===== src/rtl/sys_array_pkg.sv =====
// Shared types and constants for the 2x2 systolic array controller.
package sys_array_pkg;

  typedef enum logic [1:0] {
    StIdle,
    StFeed,
    StWait,
    StHold
  } state_e;

  localparam int unsigned NUM_BEATS = 3;
  localparam int unsigned BEAT_W    = 2;

  // Lane order inside a packed 2x2 matrix: [0]=x00, [1]=x01, [2]=x10, [3]=x11.
  localparam int unsigned L00 = 0;
  localparam int unsigned L01 = 1;
  localparam int unsigned L10 = 2;
  localparam int unsigned L11 = 3;

  // Bit offset of a lane within a packed matrix of width-bit elements.
  function automatic int unsigned lane_lsb(input int unsigned lane, input int unsigned width);
    return lane * width;
  endfunction

endpackage


===== src/rtl/sys_array_skew.sv =====
// Combinational beat-to-operand selector producing the skewed row/column feed.
module sys_array_skew
  import sys_array_pkg::*;
#(
  parameter int unsigned DATA_W = 32
) (
  input  logic [4*DATA_W-1:0] i_mat_a,
  input  logic [4*DATA_W-1:0] i_mat_b,
  input  logic [BEAT_W-1:0]   i_beat,
  output logic [DATA_W-1:0]   o_row0,
  output logic [DATA_W-1:0]   o_row1,
  output logic [DATA_W-1:0]   o_col0,
  output logic [DATA_W-1:0]   o_col1
);

  logic [DATA_W-1:0] w_a00, w_a01, w_a10, w_a11;
  logic [DATA_W-1:0] w_b00, w_b01, w_b10, w_b11;

  assign w_a00 = i_mat_a[lane_lsb(L00, DATA_W) +: DATA_W];
  assign w_a01 = i_mat_a[lane_lsb(L01, DATA_W) +: DATA_W];
  assign w_a10 = i_mat_a[lane_lsb(L10, DATA_W) +: DATA_W];
  assign w_a11 = i_mat_a[lane_lsb(L11, DATA_W) +: DATA_W];
  assign w_b00 = i_mat_b[lane_lsb(L00, DATA_W) +: DATA_W];
  assign w_b01 = i_mat_b[lane_lsb(L01, DATA_W) +: DATA_W];
  assign w_b10 = i_mat_b[lane_lsb(L10, DATA_W) +: DATA_W];
  assign w_b11 = i_mat_b[lane_lsb(L11, DATA_W) +: DATA_W];

  always_comb begin
    o_row0 = '0;
    o_row1 = '0;
    o_col0 = '0;
    o_col1 = '0;
    case (i_beat)
      2'd0: begin
        o_row0 = w_a00;
        o_col0 = w_b00;
      end
      2'd1: begin
        o_row0 = w_a01;
        o_row1 = w_a10;
        o_col0 = w_b10;
        o_col1 = w_b01;
      end
      2'd2: begin
        o_row1 = w_a11;
        o_col1 = w_b11;
      end
      default: ;
    endcase
  end

endmodule


===== src/rtl/sys_array_ctrl.sv =====
// Job sequencer for the 2x2 systolic array: accepts A/B, feeds three skewed beats,
// waits for the array after each beat and holds the captured result for the consumer.
module sys_array_ctrl
  import sys_array_pkg::*;
#(
  parameter int unsigned DATA_W  = 32,
  parameter int unsigned TIMEOUT = 64
) (
  input  logic                i_clk,
  input  logic                i_rst,
  input  logic                i_start,
  output logic                o_start_ready,
  input  logic [4*DATA_W-1:0] i_mat_a,
  input  logic [4*DATA_W-1:0] i_mat_b,
  output logic                o_arr_load,
  output logic [DATA_W-1:0]   o_arr_row0,
  output logic [DATA_W-1:0]   o_arr_row1,
  output logic [DATA_W-1:0]   o_arr_col0,
  output logic [DATA_W-1:0]   o_arr_col1,
  input  logic                i_arr_done,
  input  logic [4*DATA_W-1:0] i_arr_res,
  output logic [4*DATA_W-1:0] o_res_mat,
  output logic                o_res_valid,
  input  logic                i_res_ready,
  output logic                o_busy,
  output logic                o_timeout_err,
  output logic [15:0]         o_jobs_done
);

  localparam int unsigned CNT_W = $clog2(TIMEOUT + 1);
  localparam logic [CNT_W-1:0]  CNT_MAX   = CNT_W'(TIMEOUT);
  localparam logic [BEAT_W-1:0] BEAT_LAST = BEAT_W'(NUM_BEATS - 1);

  state_e              r_state, w_state_d;
  logic [BEAT_W-1:0]   r_beat, w_beat_d;
  logic [CNT_W-1:0]    r_cnt, w_cnt_d;
  logic [4*DATA_W-1:0] r_mat_a, r_mat_b, w_mat_a_d, w_mat_b_d;
  logic [4*DATA_W-1:0] r_res_mat;
  logic [DATA_W-1:0]   r_row0, r_row1, r_col0, r_col1;
  logic [DATA_W-1:0]   w_row0, w_row1, w_col0, w_col1;
  logic                r_arr_load, r_res_valid, r_timeout_err;
  logic [15:0]         r_jobs_done;
  logic                w_accept, w_capture, w_handoff, w_timeout;

  always_comb begin
    w_state_d = r_state;
    w_beat_d  = r_beat;
    w_cnt_d   = r_cnt;
    w_accept  = 1'b0;
    w_capture = 1'b0;
    w_handoff = 1'b0;
    w_timeout = 1'b0;
    unique case (r_state)
      StIdle: begin
        if (i_start) begin
          w_accept  = 1'b1;
          w_beat_d  = '0;
          w_state_d = StFeed;
        end
      end
      StFeed: begin
        w_cnt_d   = '0;
        w_state_d = StWait;
      end
      StWait: begin
        if (i_arr_done) begin
          if (r_beat == BEAT_LAST) begin
            w_capture = 1'b1;
            w_state_d = StHold;
          end else begin
            w_beat_d  = r_beat + 1'b1;
            w_state_d = StFeed;
          end
        end else begin
          // Saturating count of WAIT cycles; reaching TIMEOUT abandons the job.
          w_cnt_d = (r_cnt == CNT_MAX) ? r_cnt : r_cnt + 1'b1;
          if (w_cnt_d == CNT_MAX) begin
            w_timeout = 1'b1;
            w_state_d = StIdle;
          end
        end
      end
      StHold: begin
        if (i_res_ready) begin
          w_handoff = 1'b1;
          w_state_d = StIdle;
        end
      end
      default: w_state_d = StIdle;
    endcase
  end

  assign w_mat_a_d = w_accept ? i_mat_a : r_mat_a;
  assign w_mat_b_d = w_accept ? i_mat_b : r_mat_b;

  // Fed with next-state values so the operands are registered for the FEED cycle.
  sys_array_skew #(
    .DATA_W (DATA_W)
  ) u_skew (
    .i_mat_a (w_mat_a_d),
    .i_mat_b (w_mat_b_d),
    .i_beat  (w_beat_d),
    .o_row0  (w_row0),
    .o_row1  (w_row1),
    .o_col0  (w_col0),
    .o_col1  (w_col1)
  );

  always_ff @(posedge i_clk or posedge i_rst) begin
    if (i_rst) begin
      r_state       <= StIdle;
      r_beat        <= '0;
      r_cnt         <= '0;
      r_mat_a       <= '0;
      r_mat_b       <= '0;
      r_res_mat     <= '0;
      r_row0        <= '0;
      r_row1        <= '0;
      r_col0        <= '0;
      r_col1        <= '0;
      r_arr_load    <= 1'b0;
      r_res_valid   <= 1'b0;
      r_timeout_err <= 1'b0;
      r_jobs_done   <= '0;
    end else begin
      r_state       <= w_state_d;
      r_beat        <= w_beat_d;
      r_cnt         <= w_cnt_d;
      r_mat_a       <= w_mat_a_d;
      r_mat_b       <= w_mat_b_d;
      r_arr_load    <= (w_state_d == StFeed);
      r_timeout_err <= w_timeout;
      if (w_state_d == StFeed) begin
        r_row0 <= w_row0;
        r_row1 <= w_row1;
        r_col0 <= w_col0;
        r_col1 <= w_col1;
      end else if (w_state_d != StWait) begin
        r_row0 <= '0;
        r_row1 <= '0;
        r_col0 <= '0;
        r_col1 <= '0;
      end
      if (w_capture) begin
        r_res_mat   <= i_arr_res;
        r_res_valid <= 1'b1;
      end else if (w_handoff) begin
        r_res_valid <= 1'b0;
        r_jobs_done <= r_jobs_done + 16'd1;
      end
    end
  end

  assign o_start_ready = (r_state == StIdle) && !i_rst;
  assign o_busy        = (r_state != StIdle);
  assign o_arr_load    = r_arr_load;
  assign o_arr_row0    = r_row0;
  assign o_arr_row1    = r_row1;
  assign o_arr_col0    = r_col0;
  assign o_arr_col1    = r_col1;
  assign o_res_mat     = r_res_mat;
  assign o_res_valid   = r_res_valid;
  assign o_timeout_err = r_timeout_err;
  assign o_jobs_done   = r_jobs_done;

endmodule


===== config.mk =====
export PLATFORM = sky130hd
export DESIGN_NAME = sys_array_ctrl
export DESIGN_NICKNAME = d
export VERILOG_FILES = /design/src/rtl/sys_array_pkg.sv /design/src/rtl/sys_array_skew.sv /design/src/rtl/sys_array_ctrl.sv
export SDC_FILE = /design/constraint.sdc
export NUM_CORES = 1
export LEC_CHECK = 0
export BUFFER_PORTS_ARGS = -buffer_cell sky130_fd_sc_hd__buf_2
export CAP_MARGIN = 10
export CORE_AREA = 4 4 255 257
export CTS_CLUSTER_DIAMETER = 150
export DETAILED_ROUTE_END_ITERATION = 16
export DIE_AREA = 0 0 259 261
export PLACE_DENSITY = 0.57
export SKIP_CTS_REPAIR_TIMING = 1
export SYNTH_ARGS = -nofsm -noshare
export SYNTH_HDL_FRONTEND = slang
export SYNTH_SLANG_ARGS = --single-unit

===== constraint.sdc =====
create_clock -name i_clk -period 37 [get_ports i_clk]
set_input_delay 1.85 -clock i_clk [delete_from_list [all_inputs] [get_ports i_clk]]
set_output_delay 1.85 -clock i_clk [all_outputs]
set_load 0.05 [all_outputs]

==> results.cfg, run 1 <==
[sta]
fin_hold_ws_ps = 467
final-setup-viol-count = 0
hold_violations = 0
slew_viol_final = 0
grt_setup_unrepaired = false
final.setup.tns_ps = 0
final_min_period_over_clock_period_pct = 12.2
tightestPinTransition_ps = 1220
slew_headroom_pct = 18.5
period_needed_ps = 4530
fin_worst_skew_ps = 23.2
fin_ws_ps = 32470
fmax_ghz = 0.221

[critical_path]
crit_family = buffers and inverters
crit_type = input port to flip-flop
worstPathCellList = buf_2 -> nor2b_1 -> nand2_1 -> o21ai_0 -> a22oi_1 -> inv_1 -> ha_4 -> buf_4 -> a22oi_1 -> nor2_1 -> a221o_1
crit_top_cell = a22oi_1
crit_path_top_delay_cell = buf_4
cp.arrival_ps = 5070
rrSetupSlack_ps = 33170
cp.required_ps = 37540
worst_setup_path_end_kind = flip-flop
crit_buf_inv = 3
path_max_fanout = 74
crit_path_start_kind = input port
slowest_delay_ps = 880

[routing]
via_count = 16900
wirelength_mm = 73.7
vias_per_cell = 5.22
drt.antenna.violating_nets = 0
drt_first_iter_violations = 990
wl_per_cell_um = 22.8
firstDrtPassIters = 5
drc_errors = 0

[layout]
drive_gt1_share_pct = 49.7
area_growth_pct = 26.2
n_fill_cell = 5780
num-nets-final = 2720
final_util_pct = 46.2
regArea_sq_um = 13600
fin_cells = 3236
multi_input_area_sq_um = 8770
final_common_cell = buf_2
final_cell_mix = 665 x buf_2, 542 x dfrtp_1, 381 x mux2_2, 139 x nor2_1

[clock_tree]
clock_sinks = 542
clock_latency_ps = 620
clockBufferDepth = 3
root_buffer = clkbuf_16
cts_htree_levels = 2
cts_buffers = 59
cts_tree = done
clkTransAtPathRegs_ps = 60

[synthesis]
ys_top_cells_by_area = dfrtp_1 59%, mux2_2 19%, a221o_1 5.6%
synth.avg_cell_area_sq_um = 13.3
ys.warnings.count = 0
synth_seq_cells = 542
ys_types = 43
syn_nets = 2122
syn-instance-count = 1725
yosysSeqAreaShare_pct = 59.1
yosysTopAreaCell = dfrtp_1
synth_top_area_share_pct = 59.1
syn-cell-area_sq_um = 23000

[floorplanning]
start_util_pct = 36.6
pin_count = 666
die_h_um = 261
num_rows = 92
die_width_um = 259
die_area_sq_um = 67600
core_area_sq_um = 62700

[placed_design]
placed_cells = 3108
place_ws_ps = 31840
hpwl_mm = 50.0
gp_congestion = 0.806
io_buffers = 665

[global_route]
grt_max_degree = 180
globalRoute.totalOverflow = 0
grt_pass1_vias = 17900
grt_pass1_wl_mm = 111
grt_use_total_pct = 20.9
antenna_found_initial = 28

[job]
maxCapViolations = 0

[power]
powerDensity_nw_per_um2 = 99.4
peakVddDrop_mv = 0.0584
p_leak_uw = 0.0144

[outcome]
status = finished, final reports clean

[worst_hold_path]
hp-class = flip-flop to flip-flop
==> power by group <==
| part | internal (uW) | switching, uW | total [uW] |
|---|---|---|---|
| Sequential | 850 | 113 | 962 |
| Combinational | 426 | 878 | 1300 |
| Clock | 366 | 248 | 614 |
==> cell usage after synthesis, drive strengths merged <==
master,instances
a31oi,2
dfrtp,542
nand2b,2
nand2,20
nor2b,2
nor2,140
buf,42
or2,2
nand3b,1
ha,8
or3,2
and4,1
a22oi,131
nand4,4
o21bai,1
and3,131
a32oi,2
a31o,1
nor3b,1
a221o,128
inv,9
a21oi,6
and3b,1
a21o,2
and2,2
o21ai,13
mux2,384
xor2,5
xnor2,14
nand3,17
a2111o,1
clkbuf,104
a22o,1
nor3,1
nor4,2
==> state kept, by name, summed over array words and instances (netlist names) <==
register       cells
o_arr_col1        32
r_cnt              7
r_mat_a          128
o_res_mat        128
o_arr_row0        32
o_arr_col0        32
r_mat_b          128
o_arr_load         1
o_res_valid        1
o_jobs_done       16
o_arr_row1        32
r_state            2
o_timeout_err      1
r_beat             2
==> cell families after synthesis <==
kind of cell | after synthesis | share of synthesized area [%]
buf+inv | 155 | 3.07
mux | 384 | 18.8
fa+ha+maj | 8 | 0.436
xor+xnor | 19 | 0.725
compound gates | 288 | 10.6
simple gates | 329 | 7.23
flops | 542 | 59.1
==> final timing paths <==
path,start,endpoint,cells past startpoint
max reg2reg,r_state[1]$_DFF_PP0_,o_arr_row1[1]$_DFFE_PP0P_,5
min reg2reg,o_jobs_done[15]$_DFFE_PP0P_,o_jobs_done[15]$_DFFE_PP0P_,1
max in group asynchronous,i_rst,o_arr_row1[2]$_DFFE_PP0P_,5
min in group asynchronous,i_rst,r_mat_a[20]$_DFF_PP0_,2
max,i_arr_done,o_arr_row0[24]$_DFFE_PP0P_,11
min,o_jobs_done[15]$_DFFE_PP0P_,o_jobs_done[15]$_DFFE_PP0P_,1
==> worst register-to-register path, stage by stage (launching register included) <==
cell and delay (ps):
dfrtp_1 790, nand2b_1 260, nor2_4 840, a22o_4 750, buf_4 770, a221o_1 350
==> area by class of cell <==
cell class                      count  share of cell area (%)
Sequential cell                   542                    46.8
Multi-Input combinational cell   1028                    30.3
Tap cell                          846                    3.65
Clock buffer                       81                    5.80
Clock inverter                     29                    1.20
Timing Repair Buffer              683                    12.0
Inverter                            9                   0.142
Antenna cell                       18                   0.155
==> stage by stage <==
| stage | total power, uW | cell area (sq um) |
|---|---|---|
| 2_1_floorplan | 1940 | 23000 |
| 3_3_place_gp | 2260 | 26900 |
| 3_5_place_dp | 2280 | 26900 |
| 4_1_cts | 2910 | 28900 |
| 5_1_grt | 3040 | 29000 |
| 6_report | 2880 | 29000 |
==> routing by layer <==
layer	track usage, %	wire length (um)
met4	6.67	1970
met2	35.5	37300
met1	25.6	28700
met5	0	117
met3	6.56	5600
(Power assumes the default switching activity.)
==> inputs of run 2 (changes only) <==
- ABC_AREA: not set -> 1
- CORE_AREA: 4 4 255 257 -> 4 4 257 259
- DIE_AREA: 0 0 259 261 -> 0 0 261 263
- PLACE_DENSITY: 0.57 -> 0.56
- clock period: 37 -> 4.7 ns (I/O delays scaled with it)
==> run 2 against run 1 <==
Count of clock-buffer cells in the layout is 4 lower; register-to-register slack got worse by 32000 ps; first-iteration DRC count rose by 56%; hold slack worse by 320 ps; global-route usage up 2.1 points; power rose to 8.1 times the previous value; design area is 13% higher; worst setup slack got worse by 31000 ps; die area up 1.5%; area after synthesis increased by 0.45%; via count is 28% higher; core utilization up 5.2 points; critical path type is now flip-flop to flip-flop; largest power group unchanged.
==> results.cfg, run 2 <==
[synthesis]
muxShareOfSynthArea_pct = 6.25
synth-compound-area-share_pct = 4.22
synth.avg_cell_area_sq_um = 9.55
ys_top_cells_by_area = dfrtp_1 59%, nand2_1 17%, mux2_2 6.2%
synth_seq_cells = 542
synth_common_cells = 1063 x nand2_1, 542 x dfrtp_1, 135 x nand4_1, 128 x mux2_2, 122 x nand3_1
yosysTopAreaCell = dfrtp_1
ys.warnings.count = 0
syn-cell-area_sq_um = 23100
yosys.area_share.simple_pct = 25.1
syn-instance-count = 2415
syn_nets = 2812
ys_types = 32
synth_top_area_share_pct = 58.8
synthAdderAreaFrac_pct = 0.434
synth_edf_count = 0
synth-xor-area-share_pct = 0.494
yosysMostFrequentCell = nand2_1
synth_top_family_by_area = simple AND/OR/NAND/NOR gates
synthFlopType = dfrtp_1
yosysSeqAreaShare_pct = 58.8
synth_async_sr_flop_share_pct = 100

[floorplanning]
die_h_um = 263
die_area_sq_um = 68600
die_width_um = 261
core_area_sq_um = 63900
start_util_pct = 36.1
pin_count = 666
num_rows = 93

[placed_design]
placed_cells = 3787
post_dp_cell_area_sq_um = 26900
place_ws_ps = 1700
io_buffers = 665
gp_congestion = 0.900
hpwl_mm = 55.1

[clock_tree]
clock_sinks = 542
clkTransAtPathRegs_ps = 60
cts_htree_levels = 2
cts_tree = done
clockBufferDepth = 3
cts_buffers = 60
clock_latency_ps = 620
root_buffer = clkbuf_16

[layout]
area_growth_pct = 42.4
multi_input_area_sq_um = 8490
fin_cells = 4295
regArea_sq_um = 13600
fin_area_sq_um = 32800
num-nets-final = 3777
final_cell_mix = 1062 x nand2_1, 665 x buf_2, 542 x dfrtp_1, 386 x dlygate4sd3_1, 135 x nand4_1
n_fill_cell = 5787
final_common_cell = nand2_1
final_util_pct = 51.4
drive_gt1_share_pct = 28.3

[global_route]
grt_pass1_vias = 20000
grt_use_total_pct = 23.0
globalRoute.totalOverflow = 0
antenna_found_initial = 7
grt_pass1_wl_mm = 124
grt_max_degree = 166

[sta]
fin_ws_ps = 1660
hold_violations = 0
final_min_period_over_clock_period_pct = 64.7
fin_worst_skew_ps = 14.5
fmax_ghz = 0.329
period_needed_ps = 3040
final-setup-viol-count = 0
slew_viol_final = 0
slew_headroom_pct = 24.6
tightestPinTransition_ps = 1130
grt_setup_unrepaired = false

[power]
pwr-share-seq_pct = 31.6
peakVddDrop_mv = 0.488
combPwrFrac_pct = 47.2
p_clk_share_pct = 21.1
p_switching_uw = 11100
powerDensity_nw_per_um2 = 713
p_leak_uw = 0.0175
intPower_uw = 12300
swShare_pct = 47.5

[critical_path]
crit_path_start_kind = flip-flop
path_max_fanout = 32
crit_type = flip-flop to flip-flop
cp.required_ps = 5180
cp.arrival_ps = 3520
worst_setup_path_end_kind = flip-flop

[routing]
drc_errors = 0
wl_per_cell_um = 20.2
drt_first_iter_violations = 1545
drt.antenna.violating_nets = 0
wirelength_mm = 86.7
routed.top_layer = met5
via_count = 21600
vias_per_cell = 5.03
firstDrtPassIters = 6
wl_met1_mm = 36.3
wl_met3_mm = 6.50
route.met2.wl_mm = 41.1

[worst_hold_path]
hp-class = input port to flip-flop

[job]
maxCapViolations = 0

[outcome]
status = finished, final reports clean
[run 2: cell count changes in the layout (fill, tap and decap cells not counted), sizes merged, moves of 128 or more]
cell | before | now
a22oi | 131 | 0
a221o | 128 | 0
and3 | 131 | 0
nand4 | 4 | 135
mux2 | 384 | 128
nand2 | 20 | 1067
dlygate4sd3 | 0 | 386
[run 2: area by class of cell]
cell class / count / share of cell area (%)
multi-input cells: 1662 / 25.8
flip-flops and latches: 542 / 41.3
well taps: 855 / 3.26
repair buffers: 1078 / 22.7
diodes: 8 / 0.0610
clock buffers: 77 / 5.14
inverters: 36 / 0.461
clock inverters: 37 / 1.25
[run 2: critical path: stages, from the launching register on]
cell	delay [ps]
dfrtp_1	430
inv_2	110
nor2_4	50
nor2_1	170
o21ai_2	110
a21boi_0	540
ha_4	300
inv_2	480
buf_4	410
a21oi_1	70
nand3_1	90
nand2_1	90
[run 2: cell families (layout without fill, tap and decap cells)]
family          count (synthesis)  after routing
compound gates                143            143
xor+xnor                       13             13
fa+ha+maj                       8              8
buf+inv                       211           1228
flops                         542            542
mux                           128            128
other cells                     0              8
simple gates                 1370           1370
[run 2: final timing paths]
kind                                       start                    endpoint  slack, ps  cells past startpoint
min                                      i_start   o_arr_row1[9]$_DFFE_PP0P_        150                      6
max                         r_state[1]$_DFF_PP0_   o_arr_col1[6]$_DFFE_PP0P_       1660                     11
min in group asynchronous                  i_rst        o_arr_load$_DFF_PP0_        360                      3
max in group asynchronous                  i_rst  o_arr_row0[11]$_DFFE_PP0P_       3030                      4
max reg2reg                 r_state[1]$_DFF_PP0_   o_arr_col1[6]$_DFFE_PP0P_       1660                     11
min reg2reg                r_mat_b[71]$_DFF_PP0_       r_mat_b[71]$_DFF_PP0_        470                      2
[run 2: power by group through the flow]
stage               registers [uW]  logic [uW]  clock network (uW)
global route                  7580       11800                5250
floorplan                    10300        4910                   0
global placement              7390       10600                   0
detailed placement            7440       10800                   0
CTS                           7380       10800                5050
finish                        7410       11100                4950
[run 2: metrics by stage]
step	total power, uW	setup TNS (ps)	hold slack, ps
2_1_floorplan	15200	-1575570	364
3_3_place_gp	18000	0	414
3_5_place_dp	18200	0	411
4_1_cts	23200	0	-275
5_1_grt	24600	0	135
6_report	23400	0	148
[run 2: metal layers]
layer  vias to the layer above  GRT usage [%]
met5                         -              0
met4                         4           7.17
met3                       189           5.62
met2                       928           36.1
met1                     10600           31.5
li1                       9872              -
